`src/rtl/ball_ctrl_pkg.sv`:
```
// Shared pong constants and the ball controller state encoding.
// Drawers and the ball controller import this package.
package ball_ctrl_pkg;

    localparam int SCREEN_W    = 800;
    localparam int SCREEN_H    = 600;
    localparam int BALL_EDGE   = 16;
    localparam int BALL_SPEED  = 4;
    localparam int PAD_L_X     = 32;
    localparam int PAD_R_X     = 752;
    localparam int PAD_W       = 16;
    localparam int PAD_H       = 64;
    localparam int SERVE_TICKS = 60;

    typedef enum logic [1:0] {
        IDLE,
        SERVE,
        MOVE,
        SCORED
    } ball_state_t;

    function automatic int center(input int span, input int size);
        return (span - size) / 2;
    endfunction

endpackage

```
`src/rtl/ball_ctrl_frame_tick.sv`:
```
// Frame tick edge detector plus the serve hold counter.
// The counter only runs while enabled and sits at zero otherwise.
module frame_tick
    import ball_ctrl_pkg::*;
#(
    parameter int FRAMES = SERVE_TICKS
) (
    input  logic clk,
    input  logic rst,
    input  logic vblnk_in,
    input  logic count_en,
    output logic tick,
    output logic serve_done
);

    localparam int CW = $clog2(FRAMES + 1);

    logic          vblnk_q;
    logic [CW-1:0] cnt;

    assign tick = vblnk_in & ~vblnk_q;

    always_ff @(posedge clk or posedge rst) begin
        if (rst) begin
            vblnk_q <= 1'b0;
            cnt     <= '0;
        end else begin
            vblnk_q <= vblnk_in;
            if (!count_en)
                cnt <= '0;
            else if (tick)
                cnt <= cnt + 1'b1;
        end
    end

    assign serve_done = count_en & tick & (cnt == CW'(FRAMES - 1));

endmodule

```
`src/rtl/ball_ctrl.sv`:
```
// Pong ball controller: serve hold, per-frame motion, wall and
// paddle bounces, and miss detection with one-cycle score pulses.
module ball_ctrl
    import ball_ctrl_pkg::*;
#(
    parameter int H_ACTIVE     = SCREEN_W,
    parameter int V_ACTIVE     = SCREEN_H,
    parameter int BALL_SIZE    = BALL_EDGE,
    parameter int SPEED        = BALL_SPEED,
    parameter int PADDLE_L_X   = PAD_L_X,
    parameter int PADDLE_R_X   = PAD_R_X,
    parameter int PADDLE_W     = PAD_W,
    parameter int PADDLE_H     = PAD_H,
    parameter int SERVE_FRAMES = SERVE_TICKS
) (
    input  logic        pclk,
    input  logic        rst,
    input  logic        vblnk_in,
    input  logic        start,
    input  logic [11:0] paddle_l_y,
    input  logic [11:0] paddle_r_y,
    output logic [11:0] xpos,
    output logic [11:0] ypos,
    output logic        score_l,
    output logic        score_r,
    output logic        in_play
);

    localparam logic [12:0] HA  = 13'(H_ACTIVE);
    localparam logic [12:0] VA  = 13'(V_ACTIVE);
    localparam logic [12:0] BS  = 13'(BALL_SIZE);
    localparam logic [12:0] SP  = 13'(SPEED);
    localparam logic [12:0] PLX = 13'(PADDLE_L_X);
    localparam logic [12:0] PRX = 13'(PADDLE_R_X);
    localparam logic [12:0] PW  = 13'(PADDLE_W);
    localparam logic [12:0] PH  = 13'(PADDLE_H);
    localparam logic [11:0] CX  = 12'(center(H_ACTIVE, BALL_SIZE));
    localparam logic [11:0] CY  = 12'(center(V_ACTIVE, BALL_SIZE));

    ball_state_t state_q, state_d;
    logic        tick, serve_done;
    logic        dx, dy, scored_left;
    logic [12:0] x, y, pl, pr, nx, ny;
    logic        ndx, ndy;
    logic        ovl_l, ovl_r, hit_l, hit_r, miss_l, miss_r, miss;

    frame_tick #(
        .FRAMES(SERVE_FRAMES)
    ) u_tick (
        .clk       (pclk),
        .rst       (rst),
        .vblnk_in  (vblnk_in),
        .count_en  (state_q == SERVE),
        .tick      (tick),
        .serve_done(serve_done)
    );

    assign x  = {1'b0, xpos};
    assign y  = {1'b0, ypos};
    assign pl = {1'b0, paddle_l_y};
    assign pr = {1'b0, paddle_r_y};

    // Candidate next position; only committed on a non-miss tick.
    always_comb begin
        ovl_l  = (y + BS > pl) && (y < pl + PH);
        ovl_r  = (y + BS > pr) && (y < pr + PH);
        hit_l  = !dx && (x <= PLX + PW + SP) && (x >= PLX) && ovl_l;
        hit_r  = dx && (x + BS + SP >= PRX) && (x + BS <= PRX + PW) && ovl_r;
        miss_l = !dx && !hit_l && (x <= SP);
        miss_r = dx && !hit_r && (x + BS + SP >= HA);
        miss   = miss_l | miss_r;
        nx  = dx ? x + SP : x - SP;
        ndx = dx;
        if (hit_l) begin
            nx  = PLX + PW;
            ndx = 1'b1;
        end else if (hit_r) begin
            nx  = PRX - BS;
            ndx = 1'b0;
        end
        ny  = dy ? y + SP : y - SP;
        ndy = dy;
        if (!dy && y <= SP) begin
            ny  = '0;
            ndy = 1'b1;
        end else if (dy && y + BS + SP >= VA) begin
            ny  = VA - BS;
            ndy = 1'b0;
        end
    end

    always_ff @(posedge pclk or posedge rst) begin
        if (rst)
            state_q <= IDLE;
        else
            state_q <= state_d;
    end

    always_comb begin
        state_d = state_q;
        unique case (state_q)
            IDLE:    if (start) state_d = SERVE;
            SERVE:   if (serve_done) state_d = MOVE;
            MOVE:    if (tick && miss) state_d = SCORED;
            SCORED:  state_d = SERVE;
            default: state_d = IDLE;
        endcase
    end

    always_comb begin
        in_play = (state_q == MOVE);
        score_l = (state_q == SCORED) && scored_left;
        score_r = (state_q == SCORED) && !scored_left;
    end

    always_ff @(posedge pclk or posedge rst) begin
        if (rst) begin
            xpos        <= CX;
            ypos        <= CY;
            dx          <= 1'b1;
            dy          <= 1'b1;
            scored_left <= 1'b0;
        end else begin
            unique case (state_q)
                MOVE: begin
                    if (tick && miss) begin
                        scored_left <= miss_r;
                    end else if (tick) begin
                        xpos <= nx[11:0];
                        ypos <= ny[11:0];
                        dx   <= ndx;
                        dy   <= ndy;
                    end
                end
                SCORED: begin
                    xpos <= CX;
                    ypos <= CY;
                    dx   <= scored_left;
                end
                default: begin
                    xpos <= CX;
                    ypos <= CY;
                end
            endcase
        end
    end

endmodule

```
`config.mk`:
```
export PLATFORM = sky130hd
export DESIGN_NAME = ball_ctrl
export DESIGN_NICKNAME = d
export VERILOG_FILES = /design/src/rtl/ball_ctrl_pkg.sv /design/src/rtl/ball_ctrl_frame_tick.sv /design/src/rtl/ball_ctrl.sv
export SDC_FILE = /design/constraint.sdc
export NUM_CORES = 1
export LEC_CHECK = 0
export CAP_MARGIN = 20
export CELL_PAD_IN_SITES_DETAIL_PLACEMENT = 2
export CELL_PAD_IN_SITES_GLOBAL_PLACEMENT = 2
export CORE_MARGIN = 2
export CORE_UTILIZATION = 30
export CTS_CLUSTER_SIZE = 16
export DETAILED_ROUTE_END_ITERATION = 16
export PLACE_DENSITY_LB_ADDON = 0.1
export SLEW_MARGIN = 20
export SYNTH_ARGS = -nofsm -noshare
export SYNTH_HDL_FRONTEND = slang
export SYNTH_SLANG_ARGS = --single-unit
```
`constraint.sdc`:
```
create_clock -name pclk -period 4.4 [get_ports pclk]
set_input_delay 0.88 -clock pclk [delete_from_list [all_inputs] [get_ports pclk]]
set_output_delay 0.88 -clock pclk [all_outputs]
set_load 0.01 [all_outputs]
```
---- Word level (Yosys, flattened, before mapping) ----
Index checks and enable logic that the tools add are counted.
word-level totals
  input port bits ......................... 28
  bits in writable memories ............... 0
  bits in read-only memories .............. 0
  memories kept ........................... 0
  register bits ........................... 36
  bits in latches ......................... 0
operators by class
  add/subtract/negate cells ............... 11
  $mul .................................... 0
  divide/modulo/power cells ............... 0
  bitwise logic cells ..................... 6
  order comparisons ....................... 12
  multiplexer cells ....................... 25
  equal/unequal tests ..................... 11
  reductions and logical operators ........ 30
  shifts and indexed selects .............. 0
operator list
  cell                   count
  $mux 12                12
  $ge 13x10->1 const B   3
  $add 12x5->13 const B  2
  $add 12x7->13 const B  2
  $add 13x3->13 const B  2
  $gt 13x12->1           2
  $lt 12x13->1           2
  $add 12x3->12 const B  2
  $le 12x3->1 const B    2
  $sub 12x3->12 const B  2
  $logic_and 1x1->1      17
  $le 13x10->1 const B   1
  $ge 12x6->1 const B    1
  $le 12x6->1 const B    1
  $mux 6                 2
  $ne 2x2->1 const B     4
  $pmux 2 s4             1
  $reduce_and 4->1       2
  $add 6x1->6 const B    1
  $eq 6x6->1 const B     1
  $mux 1                 6
  $mux 2                 3
  $logic_not 1->1        5
  $eq 2x2->1 const B     2
  other kinds (11)       17

---- Logic depth before layout (Yosys ltp) ----
  depth in word-level cells ............... 13
  gate-level depth with buffers ........... 16
  gate-level depth less buffers ........... 14

---- Cells and area by module ----
From an unflattened synthesis, not the netlist that was laid out.
second synthesis, totals
  cell total of the unflattened synthesis .. 546
  area total of the unflattened synthesis .. 4321.6 um2
by module, submodules not included
  module      area an instance (um2)  cells an instance  times used
  ball_ctrl   3958.8                  513                1
  frame_tick  362.8                   33                 1

---- Least setup slack after synthesis ----
Ideal clock, no wire load.
  path kind ............................... register to register
  start ................................... reg ypos[5]
  end ..................................... reg xpos[5]
  clock period less this slack ............ 3.561 ns
  setup time .............................. 0.123 ns
  arrival ................................. 3.438 ns
  path buffers ............................ 1
  stages on the path, launching flop included .. 16
  required time ........................... 4.277 ns
  slack ................................... 0.839 ns
  cells stage by stage .................... dfstp_2 > ha_1 > and4_1 > nand2_1 > xnor2_1 > ha_1 > nand3_1 > nor2_1 > a31oi_1 > o32ai_1 > or3_1 > or3_1 > buf_6 > a21oi_4 > nand3_2 > o221a_1
between the ends
  word-level cells in the longest chain between the ends .. 11
  elaborated cells on any way between the ends .. 24
RTL lines
  what                                                       RTL line                          RTL
  from (decl)                                                ball_ctrl.sv:23                   output logic [11:0] ypos,
  from (signal assigned)                                     ball_ctrl.sv:130                  ypos <= ny[11:0];
  $add 12x5->13                                              ball_ctrl.sv:65, ball_ctrl.sv:66
  $gt 13x12->1, on equally long branches                     ball_ctrl.sv:65, ball_ctrl.sv:66
  $logic_and 1x1->1, on equally long branches                ball_ctrl.sv:65, ball_ctrl.sv:66
  $logic_and 1x1->1, on equally long branches                ball_ctrl.sv:67, ball_ctrl.sv:68
  $logic_not 1->1, on equally long branches                  ball_ctrl.sv:69, ball_ctrl.sv:70
  $logic_and 1x1->1, on equally long branches (2 in series)  ball_ctrl.sv:69, ball_ctrl.sv:70
  $or 1x1->1                                                 ball_ctrl.sv:71                   miss = miss_l | miss_r;
  $logic_and 1x1->1                                          ball_ctrl.sv:126                  if (tick && miss) begin
  $ne 2x2->1 (no source line)                                -
  $reduce_and 2->1 (no source line)                          -
  to (signal assigned)                                       ball_ctrl.sv:129                  xpos <= nx[11:0];
  to (decl)                                                  ball_ctrl.sv:22                   output logic [11:0] xpos,
Several ways; a longest one is shown, not always the timed one. The select of a mux whose other input is x is not followed.
A chain may end at the register's enable or synchronous reset.

---- Worst setup path in the final report ----
Same ends and word-level chain as after synthesis.

==> flow_summary.toml <==
[outcome]
status = "finished, final reports clean"

[setup_path]
crit_path_max_fanout = 6
crit_type = "reg -> reg"
crit_slowest_cell = "dfstp_2"
critPathArrivalTime_ns = 4.29
cp-start-kind = "flop"
crit_chain = "ha_1 -> and4_1 -> nand2_1 -> xnor2_1 -> ha_1 -> nand3_1 -> nor2_1 -> a31oi_1 -> o32ai_1 -> or3_1 -> or3_1 -> a21oi_4 -> nand3_2 -> o221a_1"
end_kind = "flop"
slowest_delay_ns = 0.60
required_ns = 4.56

[power_and_ir_drop]
clkPwrFrac = 0.279
netSwitchingPower_mw = 0.465
pwr-share-seq = 0.309
power_density_nw_per_um2 = 241
pwr-share-comb = 0.412
p_leak_nw = 2.16
p_int_mw = 0.784
switching_share = 0.372
power.total_mw = 1.25
ir_worst_vdd_v = 0.000252

[synthesis]
yosysTopAreaCell = "ha_1"
synth_area_leaders = "ha_1 17%, dfrtp_1 14%, xnor2_1 5.1%"
synth_ff_type = "dfrtp_1"
synth_area_sq_um = 4280
ys_async_sr_fraction = 1.00
syn_area_per_cell_sq_um = 8.05
ys.warnings.count = 0
netlist_instances = 531
ys_seq_elements = 32
synth_top_area_share = 0.173
synth_cell_types = 80
yosysSeqAreaShare = 0.190
synth_edf_count = 0

[floorplan]
row_count = 43
die_h_um = 123
initial_core_util = 0.308
die_x_um = 123
die_area_sq_um = 15200
num_io_pins = 55
core_sq_um = 13900

[place]
preCtsSetupSlack_ns = 0.0955
portBuffers = 50
dpl.hpwl_um = 12500
globalplace.congestion = 0.835
post-place-cells = 762
placed_area_sq_um = 5030

[cells_and_area]
stdcell_count = 770
postLayoutCellArea_sq_um = 5180
fin_util = 0.373
syn_to_final_growth_pct = 21.2
drive_gt1_frac = 0.103
n_fill_cell = 1576
nets = 676
n_antenna_cell = 0

[sta]
rsz0062_at_grt = "no"
fin_hold_ws_ns = 0.535
fmax_mhz = 242
report.final.slew_viol_count = 0
finalSetupViolCount = 0
post-route-period-util = 0.938
finalWorstSetupSlack_ns = 0.275
worst_clock_skew_ns = 0.00426
fin_crit_ns = 4.13
worst_pin_slew_ns = 1.05
setup_tns_ns = 0
finalHoldViolCount = 0
max_slew_margin = 0.293

[cts]
cts_setup_buffers = 0
numCtsBuffers = 5
cts_root_buf = "clkbuf_16"
clk_latency_ns = 0.27
cts_sinks = 32
cts_max_path_buffers = 2
cts-hold-fix-buffers = 0
htree_levels = 2
cts_tree = "yes"
post_cts_resized = 0
path_clk_slew_ns = 0.05

[drt]
wire_per_inst_um = 20.3
viasPerCell = 5.55
drt_iter0_markers = 192
route.detailed.drc = 0
vias = 4272
first_pass_iters = 4
drt-total-wl_um = 15600
final_antenna_net_count = 0

[grt]
grt_pass1_vias = 4599
antenna_found_initial = 0
grt_max_degree = 33
grt_usage = 0.215
grt_pass1_wl_um = 25600
grt_overflow = 0

[min_path]
hp-class = "reg -> reg"

[flow_run]
drv_cap = 0
## routing by layer
layer	up-vias	wire length [um]	GRT usage
li1	2059	-	-
met1	2157	8070	0.320
met2	45	7180	0.346
met3	11	260	0.0134
met4	0	118	0.0348
met5	-	0	0
## power groups by stage
stage	logic (mW)	clock network [mW]	registers [mW]
after floorplan	0.360	0	0.366
after global placement	0.494	0	0.390
after detailed placement	0.518	0	0.391
after CTS	0.524	0.358	0.386
after global routing	0.583	0.368	0.393
final	0.515	0.348	0.386
## critical path: cells and delay by family, from the launching register on
family	cells	cell delay (ns)
and+or+nand+nor	7	1.63
adders and majority gates	2	0.61
AOI/OAI and AO/OA	4	0.90
DFF	1	0.60
xor gates and xnor gates	1	0.30
## state kept, by name, summed over array words and instances, names as in the netlist
signal and cells:
ypos 10, u_tick.vblnk_q 1, dx 1, scored_left 1, u_tick.cnt 6, xpos 10
state_q 2, dy 1
## placed cells by master, fill, tap and decap left out, types with 8 or more instances in the layout
cell type / synthesis / layout
dfstp_2: 8 / 8
nor4_1: 9 / 9
nand3_1: 30 / 30
inv_1: 47 / 47
nand4_1: 10 / 10
o21ai_0: 18 / 18
buf_4: 7 / 26
clkdlybuf4s50_1: 0 / 50
ha_1: 59 / 59
nor3_1: 18 / 18
a21oi_1: 24 / 23
a31oi_1: 8 / 8
xnor2_1: 25 / 25
nor2_1: 32 / 32
dfrtp_1: 24 / 24
nand2_1: 40 / 40
## worst paths after layout
kind	from	endpoint	slack, ns	cells past startpoint
hold / removal	scored_left	scored_left	0.53	2
max in group asynchronous	rst	xpos[3]	3.05	3
setup reg to reg	ypos[5]	xpos[5]	0.27	14
min in group asynchronous	rst	ypos[3]	1.00	3
hold reg to reg	scored_left	scored_left	0.53	2
setup / recovery	ypos[5]	xpos[5]	0.27	14
## kinds of logic (layout without fill, tap and decap cells)
group / count (synthesis) / count (layout) / synth area share
and+or+nand+nor: 194 / 194 / 0.244
buffers and inverters: 75 / 131 / 0.0822
xor gates and xnor gates: 30 / 30 / 0.0650
adders and majority gates: 59 / 59 / 0.173
DFF: 32 / 32 / 0.190
muxes: 3 / 3 / 0.00732
AOI/OAI and AO/OA: 137 / 137 / 0.239
other: 1 / 4 / 0.000877
## cell usage after synthesis, drive strengths merged, types with 5 or more instances
| cell type | count |
|---|---|
| nor4 | 9 |
| a21o | 7 |
| a21boi | 7 |
| a21oi | 27 |
| xnor2 | 26 |
| nand4 | 11 |
| buf | 18 |
| ha | 59 |
| nor2b | 7 |
| inv | 47 |
| a311o | 5 |
| nor3 | 19 |
| nor2 | 32 |
| dfrtp | 24 |
| and3 | 7 |
| a221o | 6 |
| or3 | 7 |
| nand2 | 40 |
| a31oi | 8 |
| o21ai | 24 |
| dfstp | 8 |
| nand2b | 6 |
| and4 | 5 |
| clkbuf | 10 |
| a211oi | 6 |
| o21a | 5 |
| and2 | 8 |
| o22ai | 5 |
| nand3 | 31 |
## area by class of cell
| type | count | area [sq um] | share of cell area |
|---|---|---|---|
| clock buffer | 8 | 146 | 0.0282 |
| multi-input combinational | 427 | 3130 | 0.604 |
| inverter | 47 | 176 | 0.0340 |
| sequential | 32 | 811 | 0.156 |
| timing repair buffer | 76 | 696 | 0.134 |
| tap | 180 | 225 | 0.0435 |
Power figures use the tool's default switching activity.
